===== src/rtl/packet_source_device_pkg.sv =====
// Shared types and register map for the inbound packet source block.
// Contents:
//   regAddr_e    byte offsets of the CPU-visible registers. The outbound
//                packet block uses the same offsets.
//   fifoEntry_t  one queued word: source channel, end-of-packet flag, payload.
//   ENTRY_W      width of fifoEntry_t in bits.
package packet_source_device_pkg;

  typedef enum logic [7:0] {
    REG_DATA_LO = 8'h04,
    REG_DATA_HI = 8'h08,
    REG_END     = 8'h0C,
    REG_STATUS  = 8'h10,
    REG_POP     = 8'h14,
    REG_ENABLE  = 8'h18,
    REG_DROP    = 8'h1C
  } regAddr_e;

  typedef struct packed {
    logic [7:0]  chan;
    logic        last;
    logic [63:0] data;
  } fifoEntry_t;

  localparam int ENTRY_W = $bits(fifoEntry_t);

endpackage


===== src/rtl/packet_source_device_fifo.sv =====
// packet_fifo: synchronous FIFO. Its pointer and count state is cleared by
// an asynchronous active-low reset.
// Ports:
//   clk, rst_n   clock and asynchronous active-low reset
//   push, wdata  write request and data. Ignored while the FIFO is full.
//   pop          read request. Ignored while the FIFO is empty.
//   rdata        head entry. The value is stale while the FIFO is empty.
//   full, empty  occupancy flags
//   count        number of stored entries, 0..DEPTH
module packet_fifo #(
  parameter int WIDTH = 73,
  parameter int DEPTH = 8
) (
  input  logic                     clk,
  input  logic                     rst_n,
  input  logic                     push,
  input  logic [WIDTH-1:0]         wdata,
  input  logic                     pop,
  output logic [WIDTH-1:0]         rdata,
  output logic                     full,
  output logic                     empty,
  output logic [$clog2(DEPTH):0]   count
);

  localparam int AW = $clog2(DEPTH);

  logic [WIDTH-1:0] storage [DEPTH];
  logic [AW-1:0]    wrPtr_q, wrPtr_d, rdPtr_q, rdPtr_d;
  logic [AW:0]      count_q, count_d;
  logic             pushEff, popEff;

  assign full    = (count_q == (AW+1)'(DEPTH));
  assign empty   = (count_q == '0);
  assign count   = count_q;
  assign rdata   = storage[rdPtr_q];
  assign pushEff = push && !full;
  assign popEff  = pop && !empty;

  // DEPTH is a power of two, so the pointers wrap on natural overflow.
  always_comb begin
    wrPtr_d = wrPtr_q;
    rdPtr_d = rdPtr_q;
    count_d = count_q;
    if (pushEff) wrPtr_d = wrPtr_q + 1'b1;
    if (popEff)  rdPtr_d = rdPtr_q + 1'b1;
    if (pushEff && !popEff)      count_d = count_q + 1'b1;
    else if (popEff && !pushEff) count_d = count_q - 1'b1;
  end

  always_ff @(posedge clk or negedge rst_n) begin
    if (!rst_n) begin
      wrPtr_q <= '0;
      rdPtr_q <= '0;
      count_q <= '0;
    end else begin
      wrPtr_q <= wrPtr_d;
      rdPtr_q <= rdPtr_d;
      count_q <= count_d;
    end
  end

  // The storage array has no reset. Entries are only visible through count.
  always_ff @(posedge clk) begin
    if (pushEff) storage[wrPtr_q] <= wdata;
  end

endmodule


===== src/rtl/packet_source_device.sv =====
// packet_source_device: merges CHANNELS producer streams into a tagged FIFO.
// The CPU reads and pops the FIFO head over the memory bus.
// Ports:
//   clk, rst_n              clock and asynchronous active-low reset
//   mem_req/we/addr/wdata   bus request. Reads return mem_rdata one cycle later.
//   mem_rdata               registered read data. It is 0 when no read was issued.
//   in_valid/in_data/in_end producer words, 64 bits per channel
//   in_ready                one-hot grant, combinational
//   irq                     level interrupt, high while the FIFO holds entries
module packet_source_device
  import packet_source_device_pkg::*;
#(
  parameter int CHANNELS = 1,
  parameter int DEPTH    = 8
) (
  input  logic                     clk,
  input  logic                     rst_n,
  input  logic                     mem_req,
  input  logic                     mem_we,
  input  logic [7:0]               mem_addr,
  input  logic [31:0]              mem_wdata,
  output logic [31:0]              mem_rdata,
  input  logic [CHANNELS-1:0]      in_valid,
  output logic [CHANNELS-1:0]      in_ready,
  input  logic [64*CHANNELS-1:0]   in_data,
  input  logic [CHANNELS-1:0]      in_end,
  output logic                     irq
);

  localparam int CW = (CHANNELS > 1) ? $clog2(CHANNELS) : 1;
  localparam int AW = $clog2(DEPTH);

  logic [CW-1:0]       rrPtr_q, rrPtr_d;
  logic [CHANNELS-1:0] enable_q, enable_d;
  logic [31:0]         drop_q, drop_d;
  logic [31:0]         rdata_q, rdata_d;
  logic                irq_q, irq_d;

  logic                full, empty;
  logic [AW:0]         count;
  fifoEntry_t          pushEntry, headEntry;
  logic                push, pop, popReq, enableWr, grantValid;
  logic [CW-1:0]       grantIdx;
  logic [CHANNELS-1:0] eligible;
  int                  cand;
  logic                unusedWdata;

  assign unusedWdata = ^mem_wdata;

  packet_fifo #(.WIDTH(ENTRY_W), .DEPTH(DEPTH)) u_fifo (
    .clk   (clk),
    .rst_n (rst_n),
    .push  (push),
    .wdata (pushEntry),
    .pop   (pop),
    .rdata (headEntry),
    .full  (full),
    .empty (empty),
    .count (count)
  );

  // Round-robin search from rrPtr_q. A full FIFO blocks the grant for the
  // whole cycle, even when a pop frees a slot, because pop and push do not
  // bypass each other. The grant is also blocked while reset is asserted, so
  // in_ready drops as soon as rst_n goes low.
  always_comb begin
    eligible   = in_valid & enable_q;
    grantValid = 1'b0;
    grantIdx   = '0;
    cand       = 0;
    for (int i = 0; i < CHANNELS; i++) begin
      cand = int'(rrPtr_q) + i;
      if (cand >= CHANNELS) cand = cand - CHANNELS;
      if (!grantValid && eligible[CW'(cand)]) begin
        grantValid = 1'b1;
        grantIdx   = CW'(cand);
      end
    end
    if (full || !rst_n) grantValid = 1'b0;
  end

  always_comb begin
    in_ready = '0;
    if (grantValid) in_ready[grantIdx] = 1'b1;
  end

  assign push           = grantValid;
  assign pushEntry.chan = 8'(grantIdx);
  assign pushEntry.last = in_end[grantIdx];
  assign pushEntry.data = in_data[int'(grantIdx)*64 +: 64];

  assign popReq   = mem_req && mem_we && (mem_addr == REG_POP);
  assign enableWr = mem_req && mem_we && (mem_addr == REG_ENABLE);
  assign pop      = popReq && !empty;

  // The interrupt is registered from the next occupancy, so it rises or falls
  // on the same edge that commits a push or pop.
  always_comb begin
    rrPtr_d  = rrPtr_q;
    enable_d = enable_q;
    drop_d   = drop_q;
    if (push) rrPtr_d = (int'(grantIdx) == CHANNELS-1) ? '0 : grantIdx + 1'b1;
    if (enableWr) enable_d = CHANNELS'(mem_wdata);
    if (popReq && empty && (drop_q != '1)) drop_d = drop_q + 1'b1;
    irq_d = push || (!empty && !(pop && count == (AW+1)'(1)));
  end

  // Read mux. Head fields read as zero while the FIFO is empty.
  always_comb begin
    rdata_d = '0;
    if (mem_req && !mem_we) begin
      case (mem_addr)
        REG_DATA_LO: if (!empty) rdata_d = headEntry.data[31:0];
        REG_DATA_HI: if (!empty) rdata_d = headEntry.data[63:32];
        REG_END:     if (!empty) rdata_d = {31'b0, headEntry.last};
        REG_STATUS:  rdata_d = {16'(count), (empty ? 8'h00 : headEntry.chan),
                                7'b0, !empty};
        REG_ENABLE:  rdata_d = 32'(enable_q);
        REG_DROP:    rdata_d = drop_q;
        default:     rdata_d = '0;
      endcase
    end
  end

  always_ff @(posedge clk or negedge rst_n) begin
    if (!rst_n) begin
      rrPtr_q  <= '0;
      enable_q <= '1;
      drop_q   <= '0;
      rdata_q  <= '0;
      irq_q    <= 1'b0;
    end else begin
      rrPtr_q  <= rrPtr_d;
      enable_q <= enable_d;
      drop_q   <= drop_d;
      rdata_q  <= rdata_d;
      irq_q    <= irq_d;
    end
  end

  assign mem_rdata = rdata_q;
  assign irq       = irq_q;

endmodule


===== config.mk =====
export PLATFORM = sky130hd
export DESIGN_NAME = packet_source_device
export DESIGN_NICKNAME = d
export VERILOG_FILES = /design/src/rtl/packet_source_device_pkg.sv /design/src/rtl/packet_source_device_fifo.sv /design/src/rtl/packet_source_device.sv
export SDC_FILE = /design/constraint.sdc
export NUM_CORES = 1
export LEC_CHECK = 0
export CAP_MARGIN = 5
export CORE_MARGIN = 3
export CORE_UTILIZATION = 38
export DETAILED_ROUTE_END_ITERATION = 16
export HOLD_SLACK_MARGIN = 0.12
export PLACE_DENSITY_LB_ADDON = 0.08
export RECOVER_POWER = 100
export SLEW_MARGIN = 20
export SYNTH_ARGS = -nofsm -noshare
export SYNTH_HDL_FRONTEND = slang
export SYNTH_HIERARCHICAL = 1
export SYNTH_SLANG_ARGS = --single-unit

===== constraint.sdc =====
create_clock -name clk -period 9.6 [get_ports clk]
set_clock_uncertainty 0.2 [all_clocks]
set_input_delay 1.92 -clock clk [delete_from_list [all_inputs] [get_ports clk]]
set_output_delay 1.92 -clock clk [all_outputs]
set_load 0.05 [all_outputs]

# Word-level counts from Yosys, hierarchy flattened
# Memories as Yosys holds them, arrays and structs flattened.
# Cells that the tools add are included.
dict set report word_totals {
  n_memories 1
  register_bits 77
  inputBits 110
  ramBits 528
}
dict set report op_classes {
  n_shift 1
  n_lt_le_gt_ge 4
  muxes 20
  n_reduce_logical 25
  n_bitwise 1
  n_addsub 7
  n_eq_ne 10
}
# name words word_bits read_ports rd_ports_with_merged_regs write_ports line_no
set memory_table {}
lappend memory_table {u_fifo.storage 8 66 1 0 1 packet_source_device_fifo.sv:27} ;# logic [WIDTH-1:0] storage [DEPTH];
# op count
set op_table {}
lappend op_table {{32-bit one-hot mux with 6 select lines} 1}
lappend op_table {{32-bit 2-to-1 mux} 3}
lappend op_table {{64-bit by 8-bit variable part select with 64-bit output} 1}
lappend op_table {{32-bit by 1-bit adder with 32-bit output (second input constant)} 1}
lappend op_table {{8-bit by 5-bit equality test with 1-bit output (second input constant)} 4}
lappend op_table {{32-bit != test (second input constant)} 1}
lappend op_table {{8-bit by 4-bit equality test with 1-bit output (second input constant)} 2}
lappend op_table {{1-bit logical AND} 14}
lappend op_table {{1-bit 2-to-1 mux} 13}
lappend op_table {{8-bit by 3-bit equality test with 1-bit output (second input constant)} 1}
lappend op_table {{4-bit 2-to-1 mux} 2}
lappend op_table {{8-bit 2-to-1 mux} 1}
lappend op_table {{1-bit zero test} 7}
lappend op_table {{3-bit by 1-bit adder with 3-bit output (second input constant)} 2}
lappend op_table {{4-bit by 1-bit adder with 4-bit output (second input constant)} 1}
lappend op_table {{4-bit by 1-bit equality test with 1-bit output (second input constant)} 1}
lappend op_table {{4-bit equality test (second input constant)} 1}
lappend op_table {{4-bit zero test} 1}
lappend op_table {{4-bit by 1-bit subtractor with 4-bit output (second input constant)} 1}
lappend op_table {{1-bit greater-or-equal comparator (second input constant)} 2}
lappend op_table {{1-bit logical OR} 2}
lappend op_table {{1-bit by 2-bit less-than comparator with 1-bit output (second input constant)} 1}
lappend op_table {{2-bit nonzero test} 1}
lappend op_table {{1-bit adder (second input constant)} 1}
lappend op_table {{3 further kinds} 3}

# Depth between registers and ports, before layout
dict set report logic_depth {
  word_depth 12
  depth_mapped 11
  mapped_depth_nobuf 11
}

# By module
# Netlist, hierarchy kept.
# module area_each_um2 n_inst seq_area_each_um2 cells_per_inst
set modules_own_cells {}
lappend modules_own_cells {packet_fifo 22556.6 1 17787.1 908}
lappend modules_own_cells {packet_source_device 3484.6 1 1652.8 361}

# Worst setup path before layout
# OpenSTA, ideal clock, no wires.
dict set report synth_path {
  kind {input -> register}
  startpoint {in in_valid}
  endpoint {mem u_fifo/storage[1][0] (netlist bit) (enable)}
  stages 3
  arrival_ps 7742
  n_path_buf 0
  slack_ps 1064
  t_required_ps 8806
  setup_ps 594
  path_cell_list {and4b_1 nand3_1 nor3_1}
}
dict set report synth_between {
  elab_chain_cells 8
}
# element line_no
set synth_lines {}
lappend synth_lines {{from (decl)} packet_source_device.sv:23} ;# input logic [CHANNELS-1:0] in_valid,
lappend synth_lines {{1-bit AND} packet_source_device.sv:67} ;# eligible = in_valid & enable_q;
lappend synth_lines {{1-bit 2-to-1 mux (implied by the code) (2 in series)} packet_source_device.sv:74} ;# if (!grantValid && eligible[CW'(cand)]) begin
lappend synth_lines {{1-bit 2-to-1 mux} packet_source_device.sv:74}
lappend synth_lines {{1-bit 2-to-1 mux} packet_source_device.sv:79} ;# if (full || !rst_n) grantValid = 1'b0;
lappend synth_lines {{1-bit logical AND} packet_source_device_fifo.sv:36} ;# assign pushEff = push && !full;
lappend synth_lines {{1-bit 2-to-1 mux} packet_source_device_fifo.sv:64} ;# if (pushEff) storage[wrPtr_q] <= wdata;
lappend synth_lines {{1-bit 2-to-1 mux (implied by the code)} packet_source_device_fifo.sv:64}
lappend synth_lines {{to (decl)} packet_source_device_fifo.sv:27}
# No other way between the ends. The select of a mux whose other input is x is not followed.

# Worst setup path after layout
dict set report layout_path {
  startpoint {in rst_n}
  endpoint {mem u_fifo/storage[6][26] (netlist bit) (enable)}
}
dict set report layout_between {
  elab_chain_cells 6
}
# element line_no
set layout_lines {}
lappend layout_lines {{from (decl)} packet_source_device.sv:17} ;# input logic rst_n,
lappend layout_lines {{1-bit zero test (no line)} n/a}
lappend layout_lines {{1-bit logical OR} packet_source_device.sv:79}
lappend layout_lines {{1-bit 2-to-1 mux} packet_source_device.sv:79}
lappend layout_lines {{1-bit logical AND} packet_source_device_fifo.sv:36}
lappend layout_lines {{1-bit 2-to-1 mux} packet_source_device_fifo.sv:64}
lappend layout_lines {{1-bit 2-to-1 mux (implied by the code)} packet_source_device_fifo.sv:64}
# No other way between the ends.

==> metrics <==
crit path launch type=input port; Reg2Reg Launch Point=u_fifo/count[0]; Avg Cell Area, Syn=20.5 um2; asr flop ratio synth=11.5%; Final Util=45.5%; Pwr per Cell Area=200 nW/um2; Overall Global Routing Usage=17.8%; Slowest Stage Delay on Critical Path=2.02 ns; Syn Inst Count=1269; Switch Pwr=1.23 mW; post-synthesis mux area share=16.1%; Clk Latency, worst-skew pair=0.60 ns; worst setup path end=u_fifo/storage[6][26]; Clock Power Share=46.4%; mapped cell area=26000 um2; Worst Max-Slew Pin Slew=3.63 ns; vias in the first global route=13300; Post-Route Setup TNS=0 ns; Ys Warns=6; area growth from synthesis to layout=18.1%; violated checks=capacitance limit, slew limit; Pint=4.90 mW; worst reg2reg path endpoint=u_fifo/storage[6][26]; via count=12700; initial antenna violation count=8; commonest cells after routing, fill and taps aside=edfxtp_1 (584), mux4_2 (146), dlygate4sd3_1 (101); grt ovf=0; die height=268 um; Critical Path AT=7.16 ns; fin nets=1598; Max Cap Viol=15; VDD IR max=0.000144 V; sequential area share after synthesis=74.7%; postcts setup bufs=0; simple-gate share of the synthesized area=3.50%; XOR/XNOR Fraction of Synth Area=1.18%; placed cell count=2278; TritonCTS clock tree=yes; Final Hold Viols=0; vias per cell=5.27; Slew Limit Headroom=-142%; CTS root buf=clkbuf_16; status=complete, but fails checks; row count=95; critical path's slowest cell=clkbuf_1; fin crit period=7.16 ns; r2r setup slk=3.64 ns; final number of setup-violating endpoints=0; crit path capture type=register; post-synthesis adder-cell area fraction=0.365%; Post-Layout Cell Count=2419; Final ANT Viol Nets=0; Cell variety after synth=56; CP Data Required Time=9.59 ns; DRT Pass-1 Iters=5; fin crit share=74.6%; RD Place Congestion=0.760; Yosys reg bits=660; CTS Sinks=660; Chip Width=268 um; clock-pin slew on the worst setup and hold paths=0.06 ns; DRC Markers=0; ratio of cells with drive above 1 in the final layout=23.7%; hold buffer count at cts=0; TritonCTS Buffers=74; worst min path class=register to register; IO Port Bufs=112; Initial DRC Count=816; I/O Pins=144; Combinational Power Share=2.3%; Pins Over Slew Limit=572; Max clock buf depth=3; Worst path most repeated cell=clkbuf_1; most common cell after layout, fill and taps aside=edfxtp_1; RSZ-0062 raised after global routing=no; Fill cells=5803; worst-path cell chain=clkbuf_1 > and4b_1 > nand3b_1 > nor2_4 > clkbuf_1 > clkbuf_2; FMAX=140 MHz; CP max FO=41; largest net degree at the start of global routing=102; H-tree Lvls=3; WL/cell=25.8 um; post-cts sizing count=0; Initial Util=38.6%; final wirelength=62500 um; Sw Ratio=20.1%; R2R cell count=7; first-pass GRT wire length=91800 um; Pleak=9.92 nW; DPL Wire Length=34500 um; sequential power share=51.3%; crit path from=rst_n; area fraction in compound gates after synthesis=2.64%; most common flop cell mapped by yosys=edfxtp_1; core region area=67500 um2; number of enable flip-flop cells after synthesis=584; Die ar.=71700 um2; critical path class=input port to register; largest family of logic cells by synthesized area=multiplexers
-- per-layer routing --
layer	vias up	part of all wire (%)	track usage (%)
li1	5610	-	-
met1	6786	45	25.0
met2	248	48	28.8
met3	100	4.2	3.53
met4	4	2.2	4.55
met5	-	0.043	0
-- logic make-up after synthesis --
logic type | after synthesis
DFF | 660
muxes | 226
and+or+nand+nor | 173
AOI/OAI and AO/OA | 94
buffers and inverters | 73
xor gates and xnor gates | 35
adders and majority gates | 7
other | 1
-- flip-flops by register name, summed over array words and instances (netlist names) --
signal          cells
mem_rdata          32
enable_q            1
drop_q             32
u_fifo/wrPtr_q      3
u_fifo/storage    584
u_fifo/rdPtr_q      3
u_fifo/count        4
irq                 1
-- synth_stat cells, drive strengths merged, types with 15 or more instances --
library cell  number  area [um2]
mux2              78         878
nor2              66         248
a22oi             44         330
edfxtp           584       17500
a21oi             25         125
buf               37         277
nand2             15        56.3
nand3             20         100
xnor2             15         131
xor2              20         175
mux4             146        3290
dfrtp             75        1880
clkbuf            31         116
-- power groups by stage --
stage	logic (mW)	registers (mW)	clock network, mW
floorplan	0.0508	3.21	0
global placement	0.148	3.21	0
detailed placement	0.152	3.21	0
CTS	0.153	3.15	2.93
global route	0.159	3.15	3.05
finish	0.143	3.15	2.85
-- how the worst min path moves through the flow --
stage | start | depth (start not counted) | slack, ns | endpoint
2_1_floorplan | drop_q[23] | 1 | 0.26 | drop_q[23]
6_report | drop_q[30] | 1 | 0.30 | drop_q[30]
4_1_cts | drop_q[30] | 1 | 0.30 | drop_q[30]
5_1_grt | drop_q[30] | 1 | 0.31 | drop_q[30]
3_3_place_gp | drop_q[18] | 1 | 0.29 | drop_q[18]
3_5_place_dp | drop_q[12] | 1 | 0.29 | drop_q[12]
-- layout make-up --
cell class | instances | area [um2] | share of cell area [%]
clock inverter | 37 | 420 | 1.37
clock buffer | 100 | 2040 | 6.64
sequential | 660 | 19500 | 63.3
inverter | 5 | 18.8 | 0.0610
tap | 873 | 1090 | 3.55
multi-input combinational | 599 | 6430 | 20.9
timing repair buffer | 141 | 1290 | 4.20
antenna | 4 | 10.0 | 0.0325
-- stage by stage --
step / hold WS, ns / cell area, um2 / power, mW / worst slack [ns]
floorplan: 0.255 / 26300 / 3.26 / 1.06
CTS: 0.301 / 30900 / 6.23 / 3.74
finish: 0.298 / 30800 / 6.14 / 2.44
global placement: 0.285 / 28400 / 3.36 / 3.74
global route: 0.315 / 30700 / 6.36 / 1.97
detailed placement: 0.288 / 28400 / 3.36 / 3.76
-- worst max-delay path, delay by kind of cell --
kind | cells | cell delay [ns]
buffers and inverters | 3 | 4.12
and+or+nand+nor | 3 | 1.06
Note: power is estimated with default switching activity, not from simulation.
